File: src/rtl/dac_sched_pkg.sv
// rtl/dac_sched_pkg.sv - shared state enum, frame layout and channel codes for dac_scheduler
package dac_sched_pkg;

  typedef enum logic [1:0] {IDLE, SHIFT_LO, SHIFT_HI, CS_HOLD} state_t;

  localparam int BIT_CH     = 15;
  localparam int BIT_BUF    = 14;
  localparam int BIT_GA_N   = 13;
  localparam int BIT_SHDN_N = 12;

  localparam logic CH_A = 1'b0;
  localparam logic CH_B = 1'b1;

  // Output buffer is always bypassed and the channel is never shut down.
  function automatic logic [15:0] make_frame(input logic ch, input logic gain1,
                                             input logic [11:0] code);
    logic [15:0] f;
    f             = {4'b0000, code};
    f[BIT_CH]     = ch;
    f[BIT_BUF]    = 1'b0;
    f[BIT_GA_N]   = gain1;
    f[BIT_SHDN_N] = 1'b1;
    return f;
  endfunction

endpackage

File: src/rtl/spi_dac_tx.sv
// rtl/spi_dac_tx.sv - 16-bit SPI frame serializer driving CS/SCLK/SDO with CS-high hold time
module spi_dac_tx
  import dac_sched_pkg::*;
#(
  parameter int T_HALF = 1,
  parameter int T_CSH  = 2
) (
  input  logic        clk,
  input  logic        rst,
  input  logic        enable,
  input  logic        start,
  input  logic [15:0] frame,
  output logic        done,
  output logic        busy,
  output logic        CS,
  output logic        SCLK,
  output logic        SDO
);

  localparam logic [3:0] HALF_LAST = 4'(T_HALF - 1);
  localparam logic [3:0] CSH_LAST  = 4'(T_CSH - 1);

  state_t      state;
  logic [3:0]  dly;
  logic [3:0]  nbit;
  logic [15:0] sreg;

  assign SDO  = sreg[15];
  assign busy = (state != IDLE);
  // High during the cycle whose closing edge ends the 16th SCLK-high phase.
  assign done = enable && (state == SHIFT_HI) && (dly == HALF_LAST) && (nbit == 4'd15);

  always_ff @(posedge clk or posedge rst) begin
    if (rst) begin
      state <= IDLE;
      CS    <= 1'b1;
      SCLK  <= 1'b0;
      sreg  <= '0;
      dly   <= '0;
      nbit  <= '0;
    end else if (!enable && (state == SHIFT_LO || state == SHIFT_HI)) begin
      state <= CS_HOLD;
      CS    <= 1'b1;
      SCLK  <= 1'b0;
      dly   <= '0;
    end else begin
      case (state)
        IDLE: begin
          if (start) begin
            state <= SHIFT_LO;
            CS    <= 1'b0;
            sreg  <= frame;
            dly   <= '0;
            nbit  <= '0;
          end
        end
        SHIFT_LO: begin
          if (dly == HALF_LAST) begin
            SCLK  <= 1'b1;
            state <= SHIFT_HI;
            dly   <= '0;
          end else begin
            dly <= dly + 4'd1;
          end
        end
        SHIFT_HI: begin
          if (dly == HALF_LAST) begin
            SCLK <= 1'b0;
            dly  <= '0;
            if (nbit == 4'd15) begin
              CS    <= 1'b1;
              state <= CS_HOLD;
            end else begin
              sreg  <= {sreg[14:0], 1'b0};
              nbit  <= nbit + 4'd1;
              state <= SHIFT_LO;
            end
          end else begin
            dly <= dly + 4'd1;
          end
        end
        CS_HOLD: begin
          if (dly == CSH_LAST) begin
            state <= IDLE;
            dly   <= '0;
          end else begin
            dly <= dly + 4'd1;
          end
        end
        default: state <= IDLE;
      endcase
    end
  end

endmodule

File: src/rtl/dac_scheduler.sv
// rtl/dac_scheduler.sv - round-robin two-channel DAC update scheduler; DAC_SCHED_LDAC_EN adds LDAC_n strobe
module dac_scheduler
  import dac_sched_pkg::*;
#(
  parameter int T_HALF = 1,
  parameter int T_CSH  = 2,
  parameter int GAIN1  = 1
) (
  input  logic        clk,
  input  logic        rst,
  input  logic        enable,
  input  logic        req_a,
  input  logic        req_b,
  input  logic [11:0] data_a,
  input  logic [11:0] data_b,
  output logic        ack_a,
  output logic        ack_b,
  output logic        busy,
  output logic        CS,
  output logic        SCLK,
  output logic        SDO
`ifdef DAC_SCHED_LDAC_EN
  ,
  output logic        LDAC_n
`endif
);

  logic        grant;
  logic        grant_b;
  logic        last_b;
  logic [15:0] frame;

  // last_b also names the channel of the frame in flight, since it only moves on a grant.
  assign grant   = enable && !busy && (req_a || req_b);
  assign grant_b = req_b && (!req_a || !last_b);
  assign frame   = make_frame(grant_b ? CH_B : CH_A, GAIN1 != 0, grant_b ? data_b : data_a);

  always_ff @(posedge clk or posedge rst) begin
    if (rst) begin
      ack_a  <= 1'b0;
      ack_b  <= 1'b0;
      last_b <= 1'b1;
    end else begin
      ack_a <= grant && !grant_b;
      ack_b <= grant && grant_b;
      if (grant) begin
        last_b <= grant_b;
      end
    end
  end

`ifdef DAC_SCHED_LDAC_EN
  logic done;

  always_ff @(posedge clk or posedge rst) begin
    if (rst) begin
      LDAC_n <= 1'b1;
    end else begin
      LDAC_n <= !(done && last_b);
    end
  end
`endif

  spi_dac_tx #(
    .T_HALF (T_HALF),
    .T_CSH  (T_CSH)
  ) u_tx (
    .clk    (clk),
    .rst    (rst),
    .enable (enable),
    .start  (grant),
    .frame  (frame),
`ifdef DAC_SCHED_LDAC_EN
    .done   (done),
`else
    .done   (),
`endif
    .busy   (busy),
    .CS     (CS),
    .SCLK   (SCLK),
    .SDO    (SDO)
  );

endmodule

File: config.mk
export PLATFORM = sky130hd
export DESIGN_NAME = dac_scheduler
export DESIGN_NICKNAME = d
export VERILOG_FILES = /design/src/rtl/dac_sched_pkg.sv /design/src/rtl/spi_dac_tx.sv /design/src/rtl/dac_scheduler.sv
export SDC_FILE = /design/constraint.sdc
export NUM_CORES = 1
export LEC_CHECK = 0
export ABC_AREA = 0
export CORE_ASPECT_RATIO = 0.6
export CORE_MARGIN = 2
export CORE_UTILIZATION = 47
export DETAILED_ROUTE_END_ITERATION = 10
export PLACE_DENSITY = 0.74
export SYNTH_ARGS = -nofsm -noshare
export SYNTH_HDL_FRONTEND = slang
export SYNTH_SLANG_ARGS = --single-unit
File: constraint.sdc
create_clock -name clk -period 2.53 [get_ports clk]
set_clock_uncertainty 0.2 [all_clocks]
set_input_delay 0.506 -clock clk [delete_from_list [all_inputs] [get_ports clk]]
set_output_delay 0.506 -clock clk [all_outputs]
set_load 0.05 [all_outputs]
==> impl_summary.md, run 1 <==
Status
The flow ran to the end, and the final reports show no timing, DRC or antenna violations.

Floorplan
During I/O placement, the number of pins put on the boundary was 35. The floorplan step set the die width to 83.6 um. The floorplan row count is 17. In this run the standard cell core region covers 0.00366 mm^2. Once the floorplan was initialized, standard cells occupied 48.8% of the core.

The die is 51.8 um tall. The die covers 0.00433 mm^2.

Global routing
The initial antenna violation count is 0. The overflow left after global routing is 0. Across every metal layer, demand over resource in global routing totals 22.7%. The wire length of the first global-routing pass is 7.60 mm. The number of global-route vias before repair is 1590. The maximum number of pins on one net before global-route repair is 19.

Clocking
Counting the buffers created by CTS gives 5. The clock net in this run drives a total of 31 sinks. Clock-pin slew was measured on the worst setup and hold paths at 0.07 ns. The H-tree depth is 2. The clock insertion delay at the later pin of the skew report is 0.29 ns.

The CTS root buffer is clkbuf_8. TritonCTS built the clock tree. Once the clock tree was built, the resizer swapped 0 gates to a different size.

The maximum buffer depth of the clock tree is 2.

Worst setup path
The endpoint arrival time on the critical path is 2.42 ns. The category of the most critical setup path is reg -> reg. STA classifies the critical path startpoint as a flip-flop.

Of all nets on the critical path, the largest fanout is 12. The worst setup path is captured at a flip-flop. Data on the critical path is required at its endpoint by 2.50 ns.

Timing
Based on the critical path, the design can be clocked at up to 409 MHz. The hold violation total from the final report is 0. Setup violations remaining at the end of the flow were counted as 0. The sum of negative setup slack is 0 ns.

The slew of the pin with the lowest slew margin is 0.597 ns. The final number of max-transition violations is 0. The worst pin sits at a relative slew slack of 60.2%. The clock period minus final worst setup slack is 2.45 ns.

Setup repair after global routing left no endpoint under its margin. The portion of the clock cycle consumed by the worst path in the final layout is 96.7%.

Power
VDD sags by at most 0.000859 V. The design draws 2.68 mW. For this design the static power due to leakage is 0.998 nW. The power density normalized to cell area is 1150 mW/mm^2.

Placed design
Once detailed placement completed, the half-perimeter wirelength came to 3.18 mm. The standard cell area after detailed placement is 0.00220 mm^2. The weighted congestion at the end of routability-driven global placement is 0.878. The number of port buffers is 34.

Synth
The fraction of synthesis flops using an asynchronous set or reset pin is 100%. Synthesis produced a netlist with a net count of 223. The post-synthesis instance area is 0.00179 mm^2. The proportion of synthesized chip area in sequential cells is 43.6%. A synthesized cell averages 9.71 um^2. The number of distinct library cells after synthesis is 40. After synthesis the netlist holds a flip-flop and latch count of 31. The most used flip-flop cell after synthesis is dfrtp_1. The number of flops mapped to enable cells by yosys is 0. The number of standard cells after synthesis is 184. The Yosys step of the flow raised 0 warnings.

Finish
The number of antenna repair diodes is 0. The fraction of the core area covered by cells at the end of the flow is 63.7%. For this run, the post-layout net count is 264. After routing the design area is 0.00233 mm^2. Of the cells placed in the final design, the portion with a size suffix greater than 1 is 16.8%. The area growth from synthesis to layout is 30.4%.

Drt
The count of unresolved DRC violations after routing is 0. The total iterations of the first detailed-routing run is 4. Dividing the detail-routed via count by the number of cells gives 5.74. After detailed routing, the average wire length per cell comes to 16.7 um. The routed layout has 1566 vias. The final routed wirelength across all metal layers is 4.55 mm. The violation count after the first detailed-routing iteration is 91.

The detail route stage leaves a number of antenna-violating nets equal to 0.

Flow run
The number of max-cap violations is 0.

Hold path
The class of the worst hold path is reg -> reg.
-- routing by layer --
layer  global-route usage, %  up-vias  wire [um]
li1                        -      740          -
met1                    29.3      750       2060
met2                    36.4       64       2070
met3                    6.51       12        308
met4                    9.68        0        123
met5                       0        -          0
-- per-stage QoR --
step                instances  hold slack (ns)  setup WS, ns
floorplan                 184            0.251         0.343
CTS                       272            0.308         0.138
global route              273            0.332       0.00337
global placement          264            0.281        0.0930
detailed placement        264            0.303       0.00864
finish                    273            0.304        0.0841
-- kinds of logic (layout without fill, tap and decap cells) --
family | Yosys count | in the layout | share of synthesized area [%]
AOI/OAI and AO/OA | 38 | 38 | 16.9
xor gates and xnor gates | 1 | 1 | 0.490
adders and majority gates | 10 | 10 | 7.00
buffers and inverters | 19 | 61 | 5.46
DFF | 31 | 31 | 43.6
muxes | 9 | 9 | 6.16
and+or+nand+nor | 76 | 76 | 20.4
-- cell usage after synthesis (all sizes together), types with 2 or more instances --
cell	number	share of area, %
a211oi	2	0.84
a21oi	5	1.4
a221o	2	1.1
a31oi	2	0.70
and3	4	1.5
buf	3	1.5
clkbuf	5	1.6
dfrtp	29	41
dfstp	2	2.9
ha	10	7.0
inv	11	2.3
mux2	4	3.4
mux2i	5	2.8
nand2	36	7.6
nand2b	5	1.8
nand3	16	4.5
nor2	3	0.63
nor3	4	1.1
o21ai	9	2.5
o221a	11	6.9
or3b	2	1.1
-- worst max-delay path, stage by stage, from the launching register on --
cell     delay (ns)
dfrtp_1        0.44
inv_1          0.12
ha_1           0.38
and2b_1        0.20
o21ai_1        0.18
buf_4          0.16
nand2_1        0.27
o221a_2        0.39
-- power breakdown --
part / leakage, nW / total (mW) / internal (mW) / switching (mW)
clock: 0.0612 / 0.508 / 0.318 / 0.190
combinational: 0.579 / 1.34 / 0.619 / 0.721
sequential: 0.358 / 0.830 / 0.687 / 0.143
-- final timing paths --
path	start	slack, ns	to	depth (start not counted)
worst max-delay path	u_tx.state[0]$_DFFE_PP0P_	0.08	u_tx.sreg[9]$_DFFE_PP0P_	7
worst min-delay path	last_b$_DFFE_PP1P_	0.30	last_b$_DFFE_PP1P_	2
worst max register to register	u_tx.state[0]$_DFFE_PP0P_	0.08	u_tx.sreg[9]$_DFFE_PP0P_	7
worst min register to register	last_b$_DFFE_PP1P_	0.30	last_b$_DFFE_PP1P_	2
max in group asynchronous	rst	1.24	u_tx.sreg[5]$_DFFE_PP0P_	3
min in group asynchronous	rst	0.39	u_tx.dly[2]$_DFFE_PP0N_	2
-- cell usage in the layout (no fill, tap or decap), types with 2 or more instances in the layout --
cell	Yosys	layout
a21oi_1	5	5
o21ai_1	3	3
buf_4	0	7
ha_1	10	10
buf_12	0	2
a211oi_1	2	2
a221o_1	2	2
o221a_2	11	11
nor3_1	4	4
nand3_1	16	16
nand2_1	36	36
a31oi_1	2	2
mux2_4	4	4
clkdlybuf4s50_1	0	33
o21ai_0	6	6
inv_1	11	11
dfstp_2	2	2
dfrtp_1	29	29
mux2i_1	5	5
clkbuf_8	1	6
nand2b_1	5	5
and3_1	3	3
nor2_1	3	3
-- area by class of cell --
cell class | count | area (um^2)
clock buffer | 6 | 82.6
clock inverter | 2 | 35.0
fill | 302 | 1330
inverter | 11 | 41.3
multi-input combinational | 134 | 911
sequential | 31 | 778
tap | 47 | 58.8
timing repair buffer | 42 | 423
-- registers in the layout, summed over array words and instances, names as in the netlist --
| signal | flops |
|---|---|
| ack_a | 1 |
| ack_b | 1 |
| last_b | 1 |
| u_tx.CS | 1 |
| u_tx.SCLK | 1 |
| u_tx.dly | 4 |
| u_tx.nbit | 4 |
| u_tx.sreg | 16 |
| u_tx.state | 2 |
-- repair_timing --
action,4_1_cts,5_1_grt
hold endpoints to repair,0,0
hold buffers,0,0
setup endpoints to repair,0,1
setup buffers,0,1
Power figures use the tool's default switching activity.
==> run 2: changes to the inputs <==
--- a/config.mk
+++ b/config.mk
@@ -9,6 +9,7 @@
 export CORE_ASPECT_RATIO = 0.6
 export CORE_MARGIN = 2
 export CORE_UTILIZATION = 47
+export CTS_CLUSTER_DIAMETER = 80
 export DETAILED_ROUTE_END_ITERATION = 10
 export PLACE_DENSITY = 0.74
 export SYNTH_ARGS = -nofsm -noshare
==> results of run 2 <==
The final DEF is identical to that of run 1; final timing and power are the same.
